--- src/rtl/sensor_conditioner.sv ---
// Two-channel vehicle-detector conditioner: sync, debounce, presence hold and
// stuck-on fail-safe, producing the sen/fault pairs that feed tlc directly.

module sensor_conditioner_ch #(
   parameter int DEB_CYC   = 4,
   parameter int HOLD_CYC  = 8,
   parameter int STUCK_CYC = 1000,
   parameter int CW        = 16
) (
   input  logic clk,
   input  logic rst_n,
   input  logic i_raw,
   input  logic i_clr_fault,
   output logic o_sen,
   output logic o_fault
);

   typedef enum logic [2:0] {IDLE, QUAL, PRESENT, HOLD, FAULT} state_t;

   localparam logic [CW-1:0] DEB_LAST   = CW'(DEB_CYC - 1);
   localparam logic [CW-1:0] HOLD_LAST  = CW'(HOLD_CYC - 1);
   localparam logic [CW-1:0] STUCK_LAST = CW'(STUCK_CYC - 1);

   state_t        r_state;
   logic [CW-1:0] r_cnt;
   logic          r_f1, r_f2;
   logic          r_sen, r_fault;

   // sen/fault are updated alongside the state so they stay pure Moore decodes
   always_ff @(posedge clk or negedge rst_n) begin
      if (!rst_n) begin
         r_f1    <= 1'b0;
         r_f2    <= 1'b0;
         r_state <= IDLE;
         r_cnt   <= '0;
         r_sen   <= 1'b0;
         r_fault <= 1'b0;
      end else begin
         r_f1 <= i_raw;
         r_f2 <= r_f1;
         case (r_state)
            IDLE: begin
               if (r_f2) begin
                  if (DEB_CYC == 1) begin
                     r_state <= PRESENT;
                     r_cnt   <= '0;
                     r_sen   <= 1'b1;
                  end else begin
                     r_state <= QUAL;
                     r_cnt   <= CW'(1);
                  end
               end
            end
            QUAL: begin
               if (!r_f2) begin
                  r_state <= IDLE;
                  r_cnt   <= '0;
               end else if (r_cnt == DEB_LAST) begin
                  r_state <= PRESENT;
                  r_cnt   <= '0;
                  r_sen   <= 1'b1;
               end else begin
                  r_cnt <= r_cnt + CW'(1);
               end
            end
            PRESENT: begin
               if (!r_f2) begin
                  r_state <= HOLD;
                  r_cnt   <= '0;
               end else if (r_cnt == STUCK_LAST) begin
                  r_state <= FAULT;
                  r_fault <= 1'b1;
               end else begin
                  r_cnt <= r_cnt + CW'(1);
               end
            end
            HOLD: begin
               // a returning vehicle restarts the stuck count from zero
               if (r_f2) begin
                  r_state <= PRESENT;
                  r_cnt   <= '0;
               end else if (r_cnt == HOLD_LAST) begin
                  r_state <= IDLE;
                  r_cnt   <= '0;
                  r_sen   <= 1'b0;
               end else begin
                  r_cnt <= r_cnt + CW'(1);
               end
            end
            FAULT: begin
               if (i_clr_fault && !r_f2) begin
                  r_state <= IDLE;
                  r_cnt   <= '0;
                  r_sen   <= 1'b0;
                  r_fault <= 1'b0;
               end
            end
            default: begin
               r_state <= IDLE;
               r_cnt   <= '0;
               r_sen   <= 1'b0;
               r_fault <= 1'b0;
            end
         endcase
      end
   end

   assign o_sen   = r_sen;
   assign o_fault = r_fault;

endmodule

module sensor_conditioner #(
   parameter int DEB_CYC   = 4,
   parameter int HOLD_CYC  = 8,
   parameter int STUCK_CYC = 1000,
   parameter int CW        = 16
) (
   input  logic clk,
   input  logic reset,
   input  logic raw1,
   input  logic raw2,
   input  logic clr_fault,
   output logic sen1,
   output logic sen2,
   output logic fault1,
   output logic fault2
);

   localparam int NUM_LANES = 2;

   logic [NUM_LANES-1:0] w_raw, w_sen, w_fault;

   assign w_raw = {raw2, raw1};

   for (genvar g = 0; g < NUM_LANES; g++) begin : g_ch
      sensor_conditioner_ch #(
         .DEB_CYC  (DEB_CYC),
         .HOLD_CYC (HOLD_CYC),
         .STUCK_CYC(STUCK_CYC),
         .CW       (CW)
      ) u_ch (
         .clk        (clk),
         .rst_n      (reset),
         .i_raw      (w_raw[g]),
         .i_clr_fault(clr_fault),
         .o_sen      (w_sen[g]),
         .o_fault    (w_fault[g])
      );
   end

   assign sen1   = w_sen[0];
   assign sen2   = w_sen[1];
   assign fault1 = w_fault[0];
   assign fault2 = w_fault[1];

endmodule

--- config.mk ---
export PLATFORM = sky130hd
export DESIGN_NAME = sensor_conditioner
export DESIGN_NICKNAME = d
export VERILOG_FILES = /design/src/rtl/sensor_conditioner.sv
export SDC_FILE = /design/constraint.sdc
export NUM_CORES = 1
export LEC_CHECK = 0
export CAP_MARGIN = 0
export CORE_MARGIN = 2
export CORE_UTILIZATION = 60
export DETAILED_ROUTE_END_ITERATION = 10
export PLACE_DENSITY = 0.9
export SYNTH_ARGS = -nofsm -noshare
export SYNTH_HDL_FRONTEND = slang
export SYNTH_SLANG_ARGS = --single-unit
--- constraint.sdc ---
create_clock -name clk -period 2.6 [get_ports clk]
set_clock_uncertainty 0.15 [all_clocks]
set_input_delay 0.65 -clock clk [delete_from_list [all_inputs] [get_ports clk]]
set_output_delay 0.65 -clock clk [all_outputs]
set_load 0.01 [all_outputs]
==> results of run 1 <==
-- synth_stat cells (2+ instances only) --
cell	instances	area share
mux2i_1	3	0.011
dfrtp_1	46	0.43
clkbuf_1	4	0.0056
o21ai_1	5	0.0093
xor2_1	9	0.029
ha_1	2	0.0093
nor2b_1	9	0.021
nor3_1	12	0.022
a22oi_1	2	0.0056
and3_1	15	0.035
and2_1	7	0.016
a22o_1	8	0.026
nor2_1	39	0.054
buf_2	7	0.013
nand3b_1	2	0.0056
xnor2_1	9	0.029
a21o_1	3	0.0084
nand2_1	26	0.036
or2_2	2	0.0046
nor4b_2	2	0.011
nand2b_1	2	0.0046
inv_1	7	0.0097
nand4_1	2	0.0046
o21ai_0	10	0.019
and4_1	3	0.0097
nor4_1	4	0.0093
a21oi_1	17	0.032
nand3_1	8	0.015
a31oi_1	2	0.0046
o32a_1	2	0.0074
o21ai_2	2	0.0065
-- how the worst min path moves through the flow --
stage	endpoint	slack [ps]	cells past startpoint	start
2_1_floorplan	g_ch[0].u_ch.r_f2	180	0	g_ch[0].u_ch.r_f1
3_3_place_gp	g_ch[0].u_ch.r_f2	180	0	g_ch[0].u_ch.r_f1
3_5_place_dp	g_ch[1].u_ch.r_f2	190	0	g_ch[1].u_ch.r_f1
4_1_cts	g_ch[1].u_ch.r_f2	210	0	g_ch[1].u_ch.r_f1
5_1_grt	g_ch[1].u_ch.r_f2	220	0	g_ch[1].u_ch.r_f1
6_report	g_ch[1].u_ch.r_f2	200	0	g_ch[1].u_ch.r_f1
-- cell families (layout without fill, tap and decap cells) --
group                      count (synthesis)  after routing  share of synthesized area
muxes                                      3              3                     0.0111
xor gates and xnor gates                  18             18                     0.0585
adders and majority gates                  2              2                    0.00928
buffers and inverters                     19             38                     0.0325
DFF                                       46             46                      0.427
and+or+nand+nor                          143            143                      0.288
AOI/OAI and AO/OA                         65             65                      0.174
-- report_power, final --
group / switching, W / total [W] / internal [W]
sequential: 0.000135 / 0.000920 / 0.000786
clock: 0.000251 / 0.000538 / 0.000287
combinational: 0.000353 / 0.000652 / 0.000299
-- state kept, by name, indices dropped and copies added (netlist names) --
| signal | cells |
|---|---|
| g_ch.u_ch.r_state | 6 |
| g_ch.u_ch.o_fault | 2 |
| g_ch.u_ch.o_sen | 2 |
| g_ch.u_ch.r_cnt | 32 |
| g_ch.u_ch.r_f1 | 2 |
| g_ch.u_ch.r_f2 | 2 |
-- placed cells by master (no fill, tap or decap), types with 2 or more instances in the layout --
| cell type | count |
|---|---|
| a31oi_1 | 2 |
| nand4_1 | 2 |
| xor2_1 | 9 |
| o32a_1 | 2 |
| nand3_1 | 8 |
| nor4_1 | 3 |
| nand2_1 | 26 |
| and2_1 | 7 |
| or2_2 | 2 |
| clkbuf_8 | 5 |
| a21o_1 | 3 |
| nor2b_1 | 9 |
| o21ai_1 | 6 |
| inv_1 | 7 |
| a22oi_1 | 2 |
| and3_1 | 15 |
| nor2_1 | 39 |
| ha_1 | 2 |
| mux2i_1 | 3 |
| nor4b_4 | 2 |
| nand2b_1 | 2 |
| a22o_1 | 8 |
| xnor2_1 | 9 |
| a21oi_1 | 17 |
| o21ai_2 | 2 |
| clkdlybuf4s50_1 | 7 |
| nand3b_1 | 2 |
| and4_1 | 3 |
| dfrtp_1 | 46 |
| o21ai_0 | 9 |
| buf_4 | 15 |
| nor4_2 | 2 |
| nor3_1 | 12 |
-- per-layer routing --
| metal | global-route usage | part of all wire |
|---|---|---|
| met5 | 0 | 0 |
| met4 | 0.101 | 0.018 |
| met3 | 0.0385 | 0.035 |
| met2 | 0.444 | 0.51 |
| met1 | 0.326 | 0.44 |
-- area by class of cell --
cell class / count / area (um^2) / share of cell area
clock buffers: 6 / 72.6 / 0.0241
clock inverters: 2 / 37.5 / 0.0125
inverters: 7 / 26.3 / 0.00872
multi-input cells: 231 / 1470 / 0.489
flip-flops and latches: 46 / 1150 / 0.382
well taps: 52 / 65.1 / 0.0216
repair buffers: 23 / 188 / 0.0623
-- through the flow --
stage / utilization / setup slack [ps] / hold WS, ps / instance area, um^2 / power (W)
floorplan: - / 464 / 181 / 2700 / 0.00137
global placement: 0.663 / -41.7 / 182 / 2890 / 0.00153
detailed placement: 0.663 / -93.7 / 186 / 2890 / 0.00157
CTS: 0.689 / 146 / 206 / 3000 / 0.00211
global route: 0.692 / 17.1 / 216 / 3010 / 0.00224
finish: 0.692 / 190 / 203 / 3010 / 0.00211
==> results_dict.tcl, run 1 <==
set metrics [dict create \
    clkTransAtPathRegs_ps 90 \
    first_global_vias 2354 \
    ir_drop_v 0.000514 \
    post_cts_buffers 0 \
    cp-start-kind "flip-flop" \
    synth-edff-count 0 \
    cts_buffer_depth 2 \
    finalCritPeriodShare 0.927 \
    synth_nets 303 \
    die-area_um2 5050 \
    async_flop_share 1.00 \
    syn2layout_area_growth_pct 11.7 \
    hold_viol 0 \
    path_depth 7 \
    synth_cells 296 \
    r2r_cells 7 \
    synth-main-ff-cell "dfrtp_1" \
    htreeDepth 2 \
    start_util 0.619 \
    max_stage_delay_ps 440 \
    ys_seq_area_frac 0.427 \
    tns_ps 0 \
    num_io_pins 9 \
    fillers 302 \
    dp_cells 359 \
    period_minus_slack_ps 2410 \
    core_area_um2 4350 \
    startpoint "g_ch[0].u_ch.r_cnt[13]" \
    slew_viol_final 0 \
    grt_max_degree 34 \
    max-cap-violations 0 \
    routedWlPerCell_um 16.1 \
    grt_pass1_wl_um 10500 \
    cp_num_buf_inv 1 \
    drive_above_1_share 0.121 \
    crit_slowest_cell "nor4_1" \
    antenna_left 0 \
    vias 2296 \
    route.final.wire_length_um 5910 \
    drc_errors 0 \
    syn_avg_cell_area_um2 9.11 \
    cts_resized 0 \
    path_delay_family "simple AND/OR/NAND/NOR gates" \
    timing.rr.end "g_ch[0].u_ch.r_cnt[15]" \
    globalRouteTotalUtil 0.257 \
    relSlewSlack 0.491 \
    synthesis.area_um2 2700 \
    cts_made_buffers 5 \
    cts_tree "done" \
    diodes 0 \
    synth-seq-cells 46 \
    worst_ep_required_time_ps 2650 \
    r2r_slack_ps 190 \
    setup_viol 0 \
    grt_overflow 0 \
    drtIter0Drc 221 \
    dp_hpwl_um 4090 \
    reg2reg_from "g_ch[0].u_ch.r_cnt[13]" \
    num_rows 24 \
    drt-vias-per-instance 6.26 \
    cts.sinks 46 \
    arrival_ps 2460 \
    grt_antenna_before_repair 0 \
    die_y_um 71.0 \
    p_per_area_nw_per_um2 701 \
    critPathKind "flip-flop to flip-flop" \
    fmax_mhz 415 \
    holdBufCountCts 0 \
    path_cells "nor4_1 > nand2_1 > o311ai_2 > and2_4 > nor2_1 > buf_4 > a22o_1" \
    synth_cell_type_count 56 \
    port_buffers 8 \
    insertion_delay_ps 300 \
    cp_max_fo 9 \
    crit_end "g_ch[0].u_ch.r_cnt[15]" \
    hp-class "flip-flop to flip-flop" \
    finalNonFillerCells 367 \
    cts_root_buffer "clkbuf_8" \
    yosys_warnings 0 \
    rsz0062_at_grt "no" \
    gp_congestion 0.874 \
    fp.dieW_um 71.0 \
    drtPass1Iterations 5 \
    setup.worst_path.end_class "flip-flop" \
    p_leak_nw 1.36 \
    nets 321 \
    worst-slew-pin-transition_ps 763 \
    outcome "finished clean" \
]
No activity file was read; power rests on OpenSTA's default activity.
==> run 2, diff against run 1 <==
- CORE_MARGIN: 2 -> 1.5
==> run 2 against run 1 <==
Sequential share of layout area fell by 0.16 points. Utilization up 0.77 points. Clock-buffer cell count unchanged. Worst hold slack got worse by 120 ps. Combinational power increased by 2%. Cell area increased by 0.42%. Sequential power is 0.5% higher. Critical path depth rose by 1. Die area down 2.8%. Maximum frequency decreased by 0.96%.
==> results_dict.tcl, run 2 (synthesis results as in run 1) <==
set metrics [dict create \
    crit_slowest_cell "dfrtp_1" \
    worst_ep_required_time_ps 2640 \
    place_ws_ps -44.3 \
    drtPass1Iterations 4 \
    final_common_cell "dfrtp_1" \
    drive_above_1_share 0.135 \
    ir_drop_v 0.000478 \
    route.final.wire_length_um 6140 \
    port_buffers 8 \
    vias 2301 \
    grt_antenna_before_repair 0 \
    fp.dieW_um 70.0 \
    worst-slew-pin-transition_ps 484 \
    cts.sinks 46 \
    largest_reg_flops 32 \
    period_minus_slack_ps 2430 \
    cts_buffer_depth 2 \
    post_cts_buffers 0 \
    nets 325 \
    die_y_um 70.0 \
    grt_pass1_wl_um 10600 \
    globalRouteTotalUtil 0.271 \
    syn2layout_area_growth_pct 12.2 \
    grt_max_degree 20 \
    insertion_delay_ps 300 \
    cts_made_buffers 5 \
    dp_hpwl_um 4350 \
    relSlewSlack 0.678 \
    path_cells "ha_1 > nor4b_4 > nand4_1 > o21ai_0 > o211a_1 > and2_1 > buf_4 > nor2_1" \
    drt-vias-per-instance 6.20 \
    p_leak_nw 1.37 \
    diodes 0 \
    fmax_mhz 411 \
    routedWlPerCell_um 16.6 \
    clkTransAtPathRegs_ps 80 \
    holdBufCountCts 0 \
    fillers 325 \
    p_per_area_nw_per_um2 667 \
    critPathKind "flip-flop to flip-flop" \
    num_rows 24 \
    start_util 0.624 \
    htreeDepth 2 \
    outcome "finished clean" \
    top_regs "g_ch.u_ch.r_cnt: 32 flops, g_ch.u_ch.r_state: 6 flops" \
    largest-register "g_ch.u_ch.r_cnt" \
    arrival_ps 2480 \
    cts_root_buffer "clkbuf_8" \
    path_delay_family "simple AND/OR/NAND/NOR gates" \
    layout_common_cells "46 x dfrtp_1, 39 x nor2_1, 26 x nand2_1" \
    hp-class "primary input to async pin" \
    cp_max_fo 8 \
    drtIter0Drc 189 \
    first_global_vias 2306 \
    setup.worst_path.end_class "flip-flop" \
    hold_viol 0 \
    power_w 0.00202 \
    die-area_um2 4900 \
    cts_tree "done" \
    core_area_um2 4320 \
    max_stage_delay_ps 400 \
    drc_errors 0 \
    finalCritPeriodShare 0.936 \
    gp_congestion 0.867 \
    cp_num_buf_inv 1 \
    slew_viol_final 0 \
    setup_viol 0 \
    cp-start-kind "flip-flop" \
    num_io_pins 9 \
    setup_ws_ps 166 \
    grt_overflow 0 \
    antenna_left 0 \
    max-cap-violations 0 \
]
==> run 2: cell count changes in the layout (fill, tap and decap cells not counted), sizes merged <==
cell / before / now
buf: 16 / 20
clkinv: 0 / 2
bufinv: 1 / 0
clkinvlp: 1 / 0
==> run 2: metal layers <==
metal | track usage | share of wire
met5 | 0 | 0
met4 | 0.0897 | 0.016
met3 | 0.0606 | 0.046
met2 | 0.467 | 0.52
met1 | 0.339 | 0.41
==> run 2: repair_timing <==
item                                    CTS  global route
hold endpoints to repair                  0             0
resized for setup                         0             3
endpoints found under the setup margin    0            21
==> run 2: report_power, final <==
part	leakage, nW	switching, W	internal, W
logic	0.713	0.000357	0.000309
clock network	0.0452	0.000238	0.000190
registers	0.613	0.000139	0.000786
total	1.37	0.000734	0.00128
==> run 2: final cells by class <==
type	instances	area (um^2)	area share
Clock buffer	6	72.6	0.0240
Clock inverter	2	13.8	0.00455
Inverter	7	26.3	0.00868
Multi-Input combinational cell	231	1480	0.489
Sequential cell	46	1150	0.380
Tap cell	52	65.1	0.0215
Timing Repair Buffer	27	218	0.0720
==> run 2: metrics by stage <==
stage,utilization,setup TNS [ps],cell area [um^2],cells,hold WS [ps]
after floorplan,-,0,2700,296,181
after global placement,0.675,-40.7,2920,363,183
after detailed placement,0.675,-375,2920,363,186
after CTS,0.695,0,3000,371,82.2
after global routing,0.700,-8.85,3030,371,86.3
final,0.700,0,3030,371,82.3
==> run 2: path summary, 6_finish.rpt <==
kind	from	to	slack, ps	cells past startpoint
worst max-delay path	g_ch[1].u_ch.r_cnt[0]	g_ch[1].u_ch.r_cnt[7]	170	8
worst min register to register	g_ch[1].u_ch.r_f1	g_ch[1].u_ch.r_f2	200	0
worst min-delay path	reset	g_ch[1].u_ch.r_cnt[11]	80	1
worst max register to register	g_ch[1].u_ch.r_cnt[0]	g_ch[1].u_ch.r_cnt[7]	170	8
max in group asynchronous	reset	g_ch[1].u_ch.r_cnt[4]	1660	2
min in group clk	g_ch[1].u_ch.r_f1	g_ch[1].u_ch.r_f2	200	0
